## src/rtl/uart_rx_packet.sv

```systemverilog
// uart_rx_packet
//    Collects framed packets from a byte-wide UART receiver and replays the
//    payload through a valid/ready stream once the checksum is confirmed.
//    Frame: 0xA5, length L, L payload bytes, checksum C
//    where C = L ^ payload[0] ^ ... ^ payload[L-1].
//
//    state   | meaning
//    --------+-------------------------------------------------------------
//    IDLE    | hunting for the 0xA5 sync byte, everything else ignored
//    LEN     | waiting for the length byte
//    PAYLOAD | storing payload bytes into the buffer
//    CSUM    | waiting for the checksum byte
//    DRAIN   | presenting buffered payload on the output stream
//
// Ports
//    i_Clock        single clock, rising edge
//    i_Rst          synchronous active-high reset
//    i_RX_DV        one-cycle strobe, i_RX_Byte is valid
//    i_RX_Byte      received byte
//    o_Data_Valid   payload byte presented (high throughout DRAIN)
//    o_Data_Byte    payload byte
//    o_Data_Last    final payload byte, qualified by o_Data_Valid
//    i_Data_Ready   consumer ready; transfer when valid and ready
//    o_Pkt_Len      length of the packet being drained
//    o_Err_Len      pulse: length byte was 0 or above MAX_LEN
//    o_Err_Csum     pulse: checksum mismatch, packet discarded
//    o_Err_Timeout  pulse: inter-byte gap too long, packet discarded
//    o_Overrun      pulse: byte arrived during DRAIN and was dropped

module uart_rx_packet #(
    parameter int MAX_LEN      = 16,
    parameter int TIMEOUT_CLKS = 21700
) (
    input  logic       i_Clock,
    input  logic       i_Rst,
    input  logic       i_RX_DV,
    input  logic [7:0] i_RX_Byte,
    output logic       o_Data_Valid,
    output logic [7:0] o_Data_Byte,
    output logic       o_Data_Last,
    input  logic       i_Data_Ready,
    output logic [7:0] o_Pkt_Len,
    output logic       o_Err_Len,
    output logic       o_Err_Csum,
    output logic       o_Err_Timeout,
    output logic       o_Overrun
);

    localparam int              TMO_W     = (TIMEOUT_CLKS > 1) ? $clog2(TIMEOUT_CLKS) : 1;
    localparam logic [TMO_W-1:0] TMO_LAST = TMO_W'(TIMEOUT_CLKS - 1);
    localparam int              ADDR_W    = (MAX_LEN > 1) ? $clog2(MAX_LEN) : 1;
    localparam logic [7:0]      SYNC_BYTE = 8'hA5;
    localparam logic [7:0]      MAX_LEN_B = 8'(MAX_LEN);

    typedef enum logic [2:0] {
        IDLE    = 3'd0,
        LEN     = 3'd1,
        PAYLOAD = 3'd2,
        CSUM    = 3'd3,
        DRAIN   = 3'd4
    } state_t;

    state_t            r_state;
    state_t            w_state_nxt;

    logic [7:0]        r_len;
    logic [7:0]        r_xor;
    logic [7:0]        r_wr_idx;
    logic [7:0]        r_rd_idx;
    logic [7:0]        r_pkt_len;
    logic [TMO_W-1:0]  r_tmo_cnt;
    logic [7:0]        r_buf [0:MAX_LEN-1];

    logic              r_err_len;
    logic              r_err_csum;
    logic              r_err_tmo;
    logic              r_overrun;

    logic              w_len_ok;
    logic              w_tmo_hit;
    logic              w_xfer;
    logic              w_last;
    logic              w_load_len;
    logic              w_wr_en;
    logic              w_drain_start;
    logic              w_err_len;
    logic              w_err_csum;
    logic              w_err_tmo;
    logic              w_overrun;
    logic [ADDR_W-1:0] w_wr_addr;
    logic [ADDR_W-1:0] w_rd_addr;
    logic [7:0]        w_rd_byte;

    assign w_wr_addr = r_wr_idx[ADDR_W-1:0];
    assign w_rd_addr = r_rd_idx[ADDR_W-1:0];
    assign w_rd_byte = r_buf[w_rd_addr];

    assign w_len_ok  = (i_RX_Byte != 8'd0) && (i_RX_Byte <= MAX_LEN_B);
    // A byte arriving in the terminal-count cycle wins over the timeout.
    assign w_tmo_hit = !i_RX_DV && (r_tmo_cnt == TMO_LAST);
    assign w_last    = (r_rd_idx == (r_len - 8'd1));
    assign w_xfer    = (r_state == DRAIN) && i_Data_Ready;

    // ------------------------------------------------------------------
    // State register
    // ------------------------------------------------------------------
    always_ff @(posedge i_Clock) begin
        if (i_Rst) begin
            r_state <= IDLE;
        end else begin
            r_state <= w_state_nxt;
        end
    end

    // ------------------------------------------------------------------
    // Next state, datapath strobes and stream outputs
    // ------------------------------------------------------------------
    always_comb begin
        w_state_nxt   = r_state;
        w_load_len    = 1'b0;
        w_wr_en       = 1'b0;
        w_drain_start = 1'b0;
        w_err_len     = 1'b0;
        w_err_csum    = 1'b0;
        w_err_tmo     = 1'b0;
        w_overrun     = 1'b0;
        o_Data_Valid  = 1'b0;
        o_Data_Byte   = 8'h00;
        o_Data_Last   = 1'b0;

        case (r_state)
            IDLE: begin
                if (i_RX_DV && (i_RX_Byte == SYNC_BYTE)) begin
                    w_state_nxt = LEN;
                end
            end

            LEN: begin
                if (i_RX_DV) begin
                    if (w_len_ok) begin
                        w_load_len  = 1'b1;
                        w_state_nxt = PAYLOAD;
                    end else begin
                        w_err_len   = 1'b1;
                        w_state_nxt = IDLE;
                    end
                end else if (w_tmo_hit) begin
                    w_err_tmo   = 1'b1;
                    w_state_nxt = IDLE;
                end
            end

            PAYLOAD: begin
                if (i_RX_DV) begin
                    w_wr_en = 1'b1;
                    if (r_wr_idx == (r_len - 8'd1)) begin
                        w_state_nxt = CSUM;
                    end
                end else if (w_tmo_hit) begin
                    w_err_tmo   = 1'b1;
                    w_state_nxt = IDLE;
                end
            end

            CSUM: begin
                if (i_RX_DV) begin
                    if (i_RX_Byte == r_xor) begin
                        w_drain_start = 1'b1;
                        w_state_nxt   = DRAIN;
                    end else begin
                        w_err_csum  = 1'b1;
                        w_state_nxt = IDLE;
                    end
                end else if (w_tmo_hit) begin
                    w_err_tmo   = 1'b1;
                    w_state_nxt = IDLE;
                end
            end

            DRAIN: begin
                o_Data_Valid = 1'b1;
                o_Data_Byte  = w_rd_byte;
                o_Data_Last  = w_last;
                // Incoming bytes are dropped; state and buffer are untouched.
                if (i_RX_DV) begin
                    w_overrun = 1'b1;
                end
                if (w_xfer && w_last) begin
                    w_state_nxt = IDLE;
                end
            end

            default: begin
                w_state_nxt = IDLE;
            end
        endcase
    end

    // ------------------------------------------------------------------
    // Datapath registers
    // ------------------------------------------------------------------
    always_ff @(posedge i_Clock) begin
        if (i_Rst) begin
            r_len      <= 8'd0;
            r_xor      <= 8'd0;
            r_wr_idx   <= 8'd0;
            r_rd_idx   <= 8'd0;
            r_pkt_len  <= 8'd0;
            r_tmo_cnt  <= '0;
            r_err_len  <= 1'b0;
            r_err_csum <= 1'b0;
            r_err_tmo  <= 1'b0;
            r_overrun  <= 1'b0;
        end else begin
            r_err_len  <= w_err_len;
            r_err_csum <= w_err_csum;
            r_err_tmo  <= w_err_tmo;
            r_overrun  <= w_overrun;

            // Counter only runs while a frame is being assembled.
            if (i_RX_DV || (w_state_nxt == IDLE) || (w_state_nxt == DRAIN)) begin
                r_tmo_cnt <= '0;
            end else begin
                r_tmo_cnt <= r_tmo_cnt + 1'b1;
            end

            if (w_load_len) begin
                r_len    <= i_RX_Byte;
                r_xor    <= i_RX_Byte;
                r_wr_idx <= 8'd0;
            end

            if (w_wr_en) begin
                r_xor    <= r_xor ^ i_RX_Byte;
                r_wr_idx <= r_wr_idx + 8'd1;
            end

            if (w_drain_start) begin
                r_pkt_len <= r_len;
                r_rd_idx  <= 8'd0;
            end

            if (w_xfer) begin
                r_rd_idx <= r_rd_idx + 8'd1;
            end
        end
    end

    // Payload storage carries no reset; it is always written before read.
    always_ff @(posedge i_Clock) begin
        if (w_wr_en) begin
            r_buf[w_wr_addr] <= i_RX_Byte;
        end
    end

    assign o_Pkt_Len     = r_pkt_len;
    assign o_Err_Len     = r_err_len;
    assign o_Err_Csum    = r_err_csum;
    assign o_Err_Timeout = r_err_tmo;
    assign o_Overrun     = r_overrun;

endmodule

```

## config.mk

```make
export PLATFORM = sky130hd
export DESIGN_NAME = uart_rx_packet
export DESIGN_NICKNAME = d
export VERILOG_FILES = /design/src/rtl/uart_rx_packet.sv
export SDC_FILE = /design/constraint.sdc
export NUM_CORES = 1
export LEC_CHECK = 0
export CAP_MARGIN = 40
export CORE_UTILIZATION = 35
export DETAILED_ROUTE_END_ITERATION = 8
export DONT_BUFFER_PORTS = 1
export PLACE_DENSITY = 0.47
export SLEW_MARGIN = 20
export SYNTH_ARGS = -nofsm -noshare
export SYNTH_HDL_FRONTEND = slang
export SYNTH_SLANG_ARGS = --single-unit
export TNS_END_PERCENT = 30
```

## constraint.sdc

```tcl
create_clock -name i_Clock -period 3.65 [get_ports i_Clock]
set_clock_uncertainty 0.15 [all_clocks]
set_input_delay 0.73 -clock i_Clock [delete_from_list [all_inputs] [get_ports i_Clock]]
set_output_delay 0.73 -clock i_Clock [all_outputs]
set_load 0.02 [all_outputs]
```

# After elaboration in Yosys (flattened, before gate mapping)
# Memories as Yosys holds them, arrays and structs flattened. A register that Yosys moved wholly into a read port is not among the register bits.
# Cells that the tools add are included.
[classes]
n_lt_le_gt_ge = 1
mux = 34
n_reduce_logical = 19
eq_ne = 10
addsub = 4
bitwise_logic = 6
[op_table]
columns = ["operator", "count"]
rows = [
  ["two-way mux 8 bit", 7],
  ["equality test 8 bit", 3],
  ["two-way mux 3 bit", 8],
  ["adder 8 x 1 -> 8 bit, second input constant", 2],
  ["adder 15 x 1 -> 15 bit, second input constant", 1],
  ["equality test 15 bit, second input constant", 1],
  ["two-way mux 1 bit", 15],
  ["one-hot mux 3 bit (5 select lines)", 1],
  ["OR reduction 3 bit", 4],
  ["equality test 8 bit, second input constant", 1],
  ["<= comparator 8 x 5 -> 1 bit, second input constant", 1],
  ["two-way mux 4 bit", 2],
  ["nonzero test 8 bit", 1],
  ["subtractor 8 x 1 -> 8 bit, second input constant", 1],
  ["bitwise XOR 8 bit", 1],
  ["equality test 3 x 2 -> 1 bit, second input constant", 2],
  ["equality test 3 bit, second input constant", 2],
  ["zero test 3 bit", 2],
  ["logical AND 1 bit", 5],
  ["inverter 1 bit", 5],
  ["nonzero test 2 bit", 2],
  ["OR reduction 2 bit", 2],
  ["equality test 3 x 1 -> 1 bit, second input constant", 1],
  ["logical OR 1 bit", 2],
  ["other kinds (2)", 2],
]
[totals]
mem_bits_rw = 128
ff_bits = 62
output_inout_bits = 22
input_bits = 12
word_cells = 86
memories = 1
[memory_table]
columns = ["name", "words", "word_bits", "rd", "rd_clocked_by_memory_dff", "wr", "line", "text"]
rows = [
  ["r_buf", 16, 8, 1, 1, 1, "72", "logic [7:0] r_buf [0:MAX_LEN-1];"],
]

# Depth between registers and ports, before layout
# Gate-level depths: netlist of run 1.
[depth]
word_depth = 9
mapped_depth = 8
ltp_nobuf = 7

# Worst setup path after synthesis of run 1
# OpenSTA, ideal clock, no wires.
[synth_timing]
kind = "register -> output"
from = "register r_len[0]"
to = "output port o_Data_Last"
arrival_ps = 1903
required_time_ps = 2770
stages_incl_launch_ff = 9
setup_slack_ps = 867
cell_sequence = "dfxtp_1 inv_1 ha_1 buf_2 nor3b_1 and3_1 o221ai_1 nor4_1 and2_1"
[synth_between]
elab_chain_len = 3
[synth_rtl]
columns = ["item", "line", "text"]
rows = [
  ["from (decl)", "66", "logic [7:0] r_len;"],
  ["from (signal assigned)", "228", "r_len <= i_RX_Byte;"],
  ["subtractor 8 x 1 -> 8 bit", "101", "assign w_last = (r_rd_idx == (r_len - 8'd1));"],
  ["equality test 8 bit", "101", ""],
  ["two-way mux 1 bit", "131", "case (r_state)"],
  ["to (decl)", "40", "output logic o_Data_Last,"],
]
# No other way between the ends.

# Worst setup path in the final report of run 1
# Same ends and word-level chain as after synthesis.

==> impl_metrics.env, run 1 <==
export IMPL_layout_setup_ws_ps=200.3
export IMPL_synth_top_area_share_pct=45.65
export IMPL_crit_type="register to primary output"
export IMPL_powerDensity_mw_per_mm2=445.4
export IMPL_hold_path_class="primary input to register"
export IMPL_cts_root_buffer="clkbuf_16"
export IMPL_ir_drop_uv=292.3
export IMPL_chipHeight_um=157.1
export IMPL_synth_adder_area_share_pct=1.040
export IMPL_leakage_nw=3.017
export IMPL_first_pass_iters=4
export IMPL_p_int_mw=3.260
export IMPL_worstPathRequired_ps=2770
export IMPL_ctsHoldBuffers=0
export IMPL_io_buffer_count=0
export IMPL_setup_viol=0
export IMPL_first_global_vias=4925
export IMPL_postSynth_asyncResetShare_pct=0
export IMPL_synth_simple_area_share_pct=13.52
export IMPL_dp_slack_ps=470.7
export IMPL_cts_sinks=194
export IMPL_cts_resized=1
export IMPL_gp_congestion=0.8127
export IMPL_routedWlPerCell_um=20.24
export IMPL_placed_area_sq_mm=0.008777
export IMPL_cts_tree="yes"
export IMPL_start_util_pct=35.76
export IMPL_synth_ff_type="edfxtp_1"
export IMPL_ys_ff_latch=194
export IMPL_p_clk_share_pct=43.8
export IMPL_synth_compound_area_share_pct=5.082
export IMPL_period_share_pct=94.51
export IMPL_clk_pin_slew_ps=70
export IMPL_drv_slew=0
export IMPL_core_sq_mm=0.02354
export IMPL_finalCriticalPeriod_ps=3450
export IMPL_synth_mux_area_share_pct=12.25
export IMPL_synthTopCellsByArea="edfxtp_1 (46%), dfxtp_1 (16%), mux4_2 (11%)"
export IMPL_comb_power_share_pct=0.3
export IMPL_cts_buffer_depth=2
export IMPL_gr_usage_all_layers_pct=16.28
export IMPL_viasPerCell=5.224
export IMPL_worstPathArrival_ps=2570
export IMPL_synth_top_family_by_area="simple AND/OR/NAND/NOR gates"
export IMPL_io_pins=34
export IMPL_final_cell_area_sq_mm=0.009376
export IMPL_drive_gt1_share_pct=19.15
export IMPL_grt_pass1_wl_um=29390
export IMPL_vias=4858
export IMPL_synthDistinctLibCells=60
export IMPL_antenna_cells=0
export IMPL_max_cap_viol_count=0
export IMPL_rsz0062_at_grt="false"
export IMPL_cp_start_kind="register"
export IMPL_tns_ps=0
export IMPL_timing_fmax_ghz=0.2899
export IMPL_cp_max_fo=7
export IMPL_die_w_um=157.1
export IMPL_final_hold_violation_count=0
export IMPL_grt_max_degree=46
export IMPL_nFillCells=2245
export IMPL_cp_end_kind="primary output"
export IMPL_ys_seq_area_share_pct=61.35
export IMPL_switching_power_mw=0.9161
export IMPL_fin_nets=617
export IMPL_final_util_pct=39.83
export IMPL_synth_largest_area_cell="edfxtp_1"
export IMPL_relSlewSlack_pct=45.83
export IMPL_sw_frac_of_total_pct=21.94
export IMPL_status="finished, final reports clean"
export IMPL_syn_inst=597
export IMPL_timing_hold_ws_ps=213.9
export IMPL_syn_nets=616
export IMPL_cts_buffers=17
export IMPL_synth_edf_count=128
export IMPL_ys_warn_count=0
export IMPL_drt_iter0_drc=352
export IMPL_seqPwrFrac_pct=55.9
export IMPL_ant_nets=0
export IMPL_dieArea_sq_mm=0.02468
export IMPL_syn_area_sq_mm=0.008419
export IMPL_synth_xor_area_share_pct=4.414
export IMPL_area_growth_pct=11.37
export IMPL_grt_overflow=0
export IMPL_post_cts_buffers=0
export IMPL_drc=0
export IMPL_core_rowCount=56
export IMPL_hpwl_um=12190
export IMPL_worst_pin_slew_ps=809.6
export IMPL_syn_avg_cell_area_sq_um=14.10
export IMPL_cts_htree_levels=4
export IMPL_grt_antenna_before_repair=0
export IMPL_routed_wirelength_um=18820
export IMPL_insertion_delay_ps=430
[logic make-up (layout without fill, tap and decap cells)]
| group | after synthesis | count (layout) |
|---|---|---|
| muxes | 53 | 53 |
| adders and majority gates | 7 | 7 |
| DFF | 194 | 194 |
| buffers and inverters | 41 | 55 |
| and+or+nand+nor | 195 | 195 |
| xor gates and xnor gates | 40 | 40 |
| AOI/OAI and AO/OA | 67 | 67 |
[state kept, by name, indices dropped and copies added, names as in the netlist, named ones only]
signal         count
r_buf            128
r_tmo_cnt         15
o_Pkt_Len          8
r_len              8
r_rd_idx           8
r_wr_idx           8
r_xor              8
r_state            3
o_Err_Csum         1
o_Err_Len          1
o_Err_Timeout      1
o_Overrun          1
[worst paths after layout]
check / from / end / slack [ps] / cells after the start
setup / recovery: r_len[0] / o_Data_Last / 200 / 7
hold / removal: i_Rst / r_len[0] / 210 / 1
setup reg to reg: r_state[2] / r_buf[11][1] / 1050 / 3
hold reg to reg: r_tmo_cnt[0] / r_tmo_cnt[0] / 320 / 1
[worst max-delay path: stages (launching register included)]
cell,delay [ps]
dfxtp_1,450
inv_1,70
ha_1,290
nor3b_2,220
a311oi_1,290
o221ai_1,170
nor4_2,330
and2_1,300
[placed cells by master (no fill, tap or decap), drive strengths merged, types with 7 or more instances in the layout]
| cell type | Yosys | layout |
|---|---|---|
| ha | 7 | 7 |
| nand3 | 23 | 23 |
| dfxtp | 66 | 66 |
| mux4 | 40 | 40 |
| nor2b | 11 | 11 |
| o21ai | 11 | 11 |
| nor2 | 62 | 62 |
| nor3 | 15 | 15 |
| xor2 | 22 | 22 |
| nand2 | 23 | 23 |
| and3 | 13 | 13 |
| edfxtp | 128 | 128 |
| inv | 8 | 15 |
| buf | 18 | 15 |
| nor4 | 10 | 10 |
| xnor2 | 17 | 17 |
| a21oi | 28 | 28 |
| mux2i | 13 | 13 |
| clkinv | 0 | 7 |
| clkbuf | 15 | 17 |
[cell usage after synthesis, types with 3 or more instances]
cell type	number
nor2_1	52
buf_6	4
nor2_4	8
nor4bb_1	4
o21ai_0	11
dfxtp_1	66
ha_1	7
nand2b_1	5
and3_1	13
nor4_1	7
a211oi_1	5
clkbuf_1	15
buf_2	8
or4_1	3
nor2b_1	11
nand4_1	5
edfxtp_1	128
nor4_2	3
a311oi_1	6
nor3b_1	3
xnor2_1	16
mux4_2	40
nand2_1	23
inv_1	8
buf_1	5
o21a_1	3
nor3_1	12
or2_2	3
mux2i_1	13
a31oi_1	4
a21oi_1	28
nor3_2	3
and3b_1	4
xor2_1	22
nand3_1	21
[layer usage]
layer	GRT usage, %	vias up	wire length (um)
met3	4.130	4	861
met5	0	-	0
met2	26.86	95	9298
li1	-	2272	-
met1	21.53	2487	8585
met4	3.652	0	74
[metrics by stage]
step,power (mW),cells
finish,4.176,930
CTS,4.230,930
detailed placement,2.399,898
floorplan,2.406,597
global route,4.322,930
global placement,2.399,898
[area by class of cell]
| type | instances | area [sq um] | share of cell area [%] |
|---|---|---|---|
| clock buffers | 17 | 425.4 | 4.537 |
| well taps | 319 | 399.1 | 4.257 |
| flip-flops and latches | 194 | 5166 | 55.10 |
| multi-input cells | 362 | 3068 | 32.72 |
| clock inverters | 15 | 162.7 | 1.735 |
| repair buffers | 15 | 125.1 | 1.334 |
| inverters | 8 | 30.03 | 0.3203 |
[power by group through the flow]
stage	logic [mW]	registers, mW	clock network, mW
floorplan	0.0217	2.38	0
global placement	0.0142	2.38	0
detailed placement	0.0144	2.38	0
CTS	0.0145	2.33	1.88
global route	0.0159	2.33	1.97
finish	0.0145	2.33	1.83
(Power assumes the default switching activity.)
==> run 2, diff against run 1 <==
DONT_BUFFER_PORTS = not set   (was 1)
GPL_TIMING_DRIVEN = 0   (was not set)
PLACE_DENSITY = 0.49   (was 0.47)
SLEW_MARGIN = not set   (was 20)
==> run 2 against run 1 <==
  * First-iteration DRC count increased by 11%
  * Non-clock buffer count increased by 65
  * Register-to-register slack got worse by 140 ps
  * Die area unchanged
  * Final cell count increased by 7.0%
  * Routed wire length increased by 5.3%
==> impl_metrics.env, run 2 (synthesized netlist as in run 1, its figures left out) <==
export IMPL_vias=5076
export IMPL_grt_max_degree=22
export IMPL_p_int_mw=3.320
export IMPL_drt_iter0_drc=389
export IMPL_sw_frac_of_total_pct=21.70
export IMPL_timing_hold_ws_ps=313.2
export IMPL_min_from="r_tmo_cnt[0]"
export IMPL_cp_end_kind="primary output"
export IMPL_cts_buffers=17
export IMPL_io_buffer_count=31
export IMPL_status="finished, final reports clean"
export IMPL_cp_start_kind="register"
export IMPL_drive_gt1_share_pct=21.15
export IMPL_core_sq_mm=0.02354
export IMPL_fin_cells=995
export IMPL_switching_power_mw=0.9203
export IMPL_hpwl_um=13610
export IMPL_setup_viol=0
export IMPL_io_pins=34
export IMPL_cts_root_buffer="clkbuf_16"
export IMPL_leakage_nw=3.312
export IMPL_final_cell_area_sq_mm=0.009915
export IMPL_viasPerCell=5.102
export IMPL_drc=0
export IMPL_reg2reg_to="r_buf[4][7]"
export IMPL_crit_path_end="o_Data_Byte[1]"
export IMPL_period_share_pct=96.47
export IMPL_cp_slowest_stage_delay_ps=560
export IMPL_comb_power_share_pct=1.9
export IMPL_powerDensity_mw_per_mm2=427.7
export IMPL_crit_type="register to primary output"
export IMPL_hold_path_class="register to register"
export IMPL_routedWlPerCell_um=19.92
export IMPL_grt_pass1_wl_um=30080
export IMPL_first_global_vias=5173
export IMPL_grt_antenna_before_repair=0
export IMPL_relSlewSlack_pct=39.22
export IMPL_dp_cells=960
export IMPL_r2r_slack_ps=910
export IMPL_worstPathArrival_ps=2640
export IMPL_clk_pin_slew_ps=70
export IMPL_seq_area_sq_mm=0.005170
export IMPL_insertion_delay_ps=430
export IMPL_final_util_pct=42.11
export IMPL_r2r_start="r_state[1]"
export IMPL_ant_nets=0
export IMPL_cts_tree="yes"
export IMPL_final_hold_violation_count=0
export IMPL_cts_htree_levels=4
export IMPL_grt_overflow=0
export IMPL_nFillCells=2222
export IMPL_ir_drop_uv=282.6
export IMPL_max_cap_viol_count=0
export IMPL_start_util_pct=35.76
export IMPL_first_pass_iters=5
export IMPL_final_common_cell="edfxtp_1"
export IMPL_p_total_mw=4.240
export IMPL_layout_setup_ws_ps=128.7
export IMPL_fin_nets=682
export IMPL_reg_largest_list="r_buf x128, r_tmo_cnt x15"
export IMPL_drv_slew=0
export IMPL_critical_path_cell_chain="buf_4 -> buf_8 -> mux4_2 -> mux4_2 -> nor2b_1 -> dlygate4sd2_1"
export IMPL_core_rowCount=56
export IMPL_regMostFlops="r_buf"
export IMPL_finalCriticalPeriod_ps=3521
export IMPL_multi_input_area_sq_mm=0.003103
export IMPL_rr_worst_depth=5
export IMPL_largest_reg_flops=128
export IMPL_timing_fmax_ghz=0.2840
export IMPL_tns_ps=0
export IMPL_dp_slack_ps=-326.1
export IMPL_routed_wirelength_um=19820
export IMPL_rsz0062_at_grt="false"
export IMPL_dieArea_sq_mm=0.02468
export IMPL_cts_sinks=194
export IMPL_area_growth_pct=17.76
export IMPL_cts_buffer_depth=2
export IMPL_antenna_cells=0
export IMPL_cpMostUsedCell="mux4_2"
export IMPL_gp_congestion=0.7709
export IMPL_cp_max_fo=10
export IMPL_seqPwrFrac_pct=55.0
export IMPL_die_w_um=157.1
export IMPL_gr_usage_all_layers_pct=16.86
export IMPL_worstPathRequired_ps=2770
export IMPL_chipHeight_um=157.1
export IMPL_worst_pin_slew_ps=908.9
export IMPL_placed_area_sq_mm=0.009276
export IMPL_p_clk_share_pct=43.0
export IMPL_slowest_stage="mux4_2"
export IMPL_final_cell_mix="edfxtp_1 (128), dfxtp_1 (64), nor2_1 (52)"
## run 2: routing by layer
metal	part of all wire (%)	wire length, um	track usage (%)	up-vias
li1	-	-	-	2407
met3	5.1	1013	3.992	8
met1	45	8896	21.95	2555
met2	49	9767	28.02	106
met5	0	0	0	-
met4	0.72	143	4.716	0
## run 2: critical path, delay by kind of cell, from the launching register on
family	cells	cell delay, ps
mux	2	1070
flops	1	310
simple gates	1	140
buf+inv	3	690
## run 2: worst min-delay path by stage
| stage | endpoint | slack [ps] | cells after the start |
|---|---|---|---|
| final | r_tmo_cnt[0] | 310 | 1 |
| after floorplan | r_tmo_cnt[0] | 280 | 1 |
| after global routing | r_tmo_cnt[0] | 350 | 1 |
| after CTS | r_tmo_cnt[0] | 320 | 1 |
| after global placement | r_tmo_cnt[0] | 290 | 1 |
| after detailed placement | r_tmo_cnt[0] | 300 | 1 |
## run 2: power by group through the flow
stage	clock, mW	sequential (mW)	combinational [mW]
global route	1.95	2.33	0.0890
CTS	1.88	2.33	0.0820
detailed placement	0	2.38	0.0818
floorplan	0	2.38	0.0217
global placement	0	2.39	0.0719
finish	1.82	2.33	0.0825
## run 2: area by class of cell
| cell class | instances | area share, % |
|---|---|---|
| sequential | 194 | 52.15 |
| inverter | 8 | 0.3029 |
| multi-input combinational | 362 | 31.30 |
| timing repair buffer | 47 | 4.568 |
| tap | 319 | 4.026 |
| clock inverter | 15 | 1.514 |
| buffer | 33 | 1.855 |
| clock buffer | 17 | 4.291 |
## run 2: timing repair
| item | in CTS | in global routing |
|---|---|---|
| gates resized for setup | 18 | 8 |
| hold endpoints to repair | 0 | 0 |
| hold buffers | 0 | 0 |
| gates cloned | 0 | 0 |
| setup endpoints to repair | 9 | 1 |
| pin swaps | 2 | 1 |
| setup buffers | 1 | 1 |
==> run 3, diff against run 2 <==
CELL_PAD_IN_SITES_DETAIL_PLACEMENT = 0   (was not set)
CELL_PAD_IN_SITES_GLOBAL_PLACEMENT = 1   (was not set)
MAX_ROUTING_LAYER = met4   (was not set)
PLACE_DENSITY = 0.56   (was 0.49)
REMOVE_ABC_BUFFERS = 1   (was not set)
==> run 3 against run 2 <==
  * Setup slack better by 49 ps
  * Combinational power is 2% lower
  * Cell area down 0.45%
  * Critical endpoint is now o_Data_Last
  * First-iteration DRC count is 26% lower
  * Critical path type unchanged
  * Largest cell class unchanged
  * Count of clock-buffer cells in the layout unchanged
  * Final cell count shrank 2.8%
  * Flip-flop and latch count unchanged
  * Highest routed layer unchanged
==> impl_metrics.env, run 3 (synthesized netlist as in run 1, its figures left out) <==
export IMPL_chipHeight_um=157.1
export IMPL_hpwl_um=12680
export IMPL_p_int_mw=3.291
export IMPL_worstPathArrival_ps=2590
export IMPL_viasPerCell=5.165
export IMPL_io_buffer_count=33
export IMPL_gr_usage_all_layers_pct=16.67
export IMPL_insertion_delay_ps=430
export IMPL_ant_nets=0
export IMPL_final_cell_area_sq_mm=0.009869
export IMPL_fin_nets=654
export IMPL_comb_power_share_pct=1.9
export IMPL_dieArea_sq_mm=0.02468
export IMPL_r2r_start="r_state[2]"
export IMPL_use_met3_pct=3.331
export IMPL_vias=4995
export IMPL_final_cell_mix="edfxtp_1 (128), dfxtp_1 (61), nor2_1 (52)"
export IMPL_path_buf_inv=3
export IMPL_slowest_stage="dfxtp_4"
export IMPL_cts_sinks=194
export IMPL_final_common_cell="edfxtp_1"
export IMPL_fin_cells=967
export IMPL_hold_path_class="register to register"
export IMPL_leakage_nw=3.235
export IMPL_routedWlPerCell_um=19.48
export IMPL_critical_path_cell_chain="inv_1 -> ha_2 -> nor3b_4 -> a311oi_2 -> o221ai_2 -> nor4_2 -> buf_4 -> and2_1 -> clkdlybuf4s15_2"
export IMPL_final_util_pct=41.92
export IMPL_worst_pin_slew_ps=901.7
export IMPL_cts_root_buffer="clkbuf_16"
export IMPL_grt_max_degree=46
export IMPL_status="finished, final reports clean"
export IMPL_p_total_mw=4.293
export IMPL_use_met1_pct=20.95
export IMPL_min_from="r_tmo_cnt[0]"
export IMPL_grt_antenna_before_repair=0
export IMPL_ir_drop_uv=277.9
export IMPL_cp_slowest_stage_delay_ps=400
export IMPL_p_clk_share_pct=43.8
export IMPL_regMostFlops="r_buf"
export IMPL_tns_ps=0
export IMPL_max_cap_viol_count=0
export IMPL_placed_area_sq_mm=0.009154
export IMPL_antenna_cells=0
export IMPL_rr_worst_depth=4
export IMPL_first_global_vias=4939
export IMPL_finalCriticalPeriod_ps=3472
export IMPL_r2r_slack_ps=970
export IMPL_cp_startpoint="r_len[0]"
export IMPL_cts_htree_levels=4
export IMPL_crit_cells=9
export IMPL_powerDensity_mw_per_mm2=434.9
export IMPL_crit_type="register to primary output"
export IMPL_worstHoldEndpoint="r_tmo_cnt[0]"
export IMPL_cp_max_fo=7
export IMPL_sw_frac_of_total_pct=23.34
export IMPL_cts_buffers=17
export IMPL_cts_tree="yes"
export IMPL_period_share_pct=95.13
export IMPL_die_w_um=157.1
export IMPL_area_growth_pct=17.22
export IMPL_drv_slew=0
export IMPL_start_util_pct=35.76
export IMPL_drive_gt1_share_pct=20.68
export IMPL_core_sq_mm=0.02354
export IMPL_reg_largest_list="r_buf x128, r_tmo_cnt x15"
export IMPL_critical_path_top_delay_family="simple AND/OR/NAND/NOR gates"
export IMPL_routed_wirelength_um=18840
export IMPL_dp_slack_ps=-281.8
export IMPL_final_hold_violation_count=0
export IMPL_cp_start_kind="register"
export IMPL_clk_pin_slew_ps=80
export IMPL_grtUsageMet2_pct=27.75
export IMPL_cts_buffer_depth=2
export IMPL_gp_congestion=0.7333
export IMPL_io_pins=34
export IMPL_seqPwrFrac_pct=54.3
export IMPL_drt_iter0_drc=286
export IMPL_layout_setup_ws_ps=177.7
export IMPL_largest_reg_flops=128
export IMPL_dp_cells=930
export IMPL_nFillCells=2210
export IMPL_first_pass_iters=4
export IMPL_drc=0
export IMPL_core_rowCount=56
export IMPL_timing_fmax_ghz=0.2880
export IMPL_grt_pass1_wl_um=28900
export IMPL_setup_viol=0
export IMPL_ctsHoldBuffers=0
export IMPL_top_usage_layer="met2"
export IMPL_switching_power_mw=1.002
export IMPL_reg2reg_to="r_buf[3][4]"
export IMPL_timing_hold_ws_ps=309.6
export IMPL_grt_overflow=0
export IMPL_worstPathRequired_ps=2770
export IMPL_relSlewSlack_pct=39.70
export IMPL_hold_depth=1
export IMPL_cp_end_kind="primary output"
[run 3: per-layer routing]
| layer | up-vias | share of wire, % |
|---|---|---|
| li1 | 2343 | - |
| met1 | 2555 | 46 |
| met2 | 87 | 51 |
| met3 | 10 | 3.0 |
| met4 | 0 | 0.70 |
| met5 | - | 0 |
[run 3: worst max-delay path by stage]
stage,end
floorplan,o_Data_Byte[0]
global placement,o_Data_Byte[4]
detailed placement,o_Data_Last
CTS,o_Data_Last
global route,o_Data_Last
finish,o_Data_Last
[run 3: worst reg2reg max path, stage by stage (launching register included)]
cell,delay [ps]
dfxtp_1,420
and4bb_2,600
nand2_1,320
nor3_1,630
buf_4,270
[run 3: area by class of cell]
type	instances	area, sq um	share of cell area, %
sequential	194	5179	52.47
multi-input combinational	362	3098	31.39
clock inverter	15	181.4	1.838
timing repair buffer	52	556.8	5.641
clock buffer	17	425.4	4.310
inverter	8	30.03	0.3043
tap	319	399.1	4.044
[run 3: power groups by stage]
stage	Sequential [mW]	Combinational [mW]	Clock (mW)
floorplan	2.38	0.0127	0
global placement	2.39	0.0685	0
detailed placement	2.38	0.0778	0
global route	2.33	0.0871	2.03
finish	2.33	0.0806	1.88
CTS	2.33	0.0781	1.93
[run 3: what timing repair did]
action | CTS | global route
buffers inserted | 3 | 0
setup endpoints to repair | 9 | 1
gates resized for setup | 17 | 8
pin swaps | 1 | 0
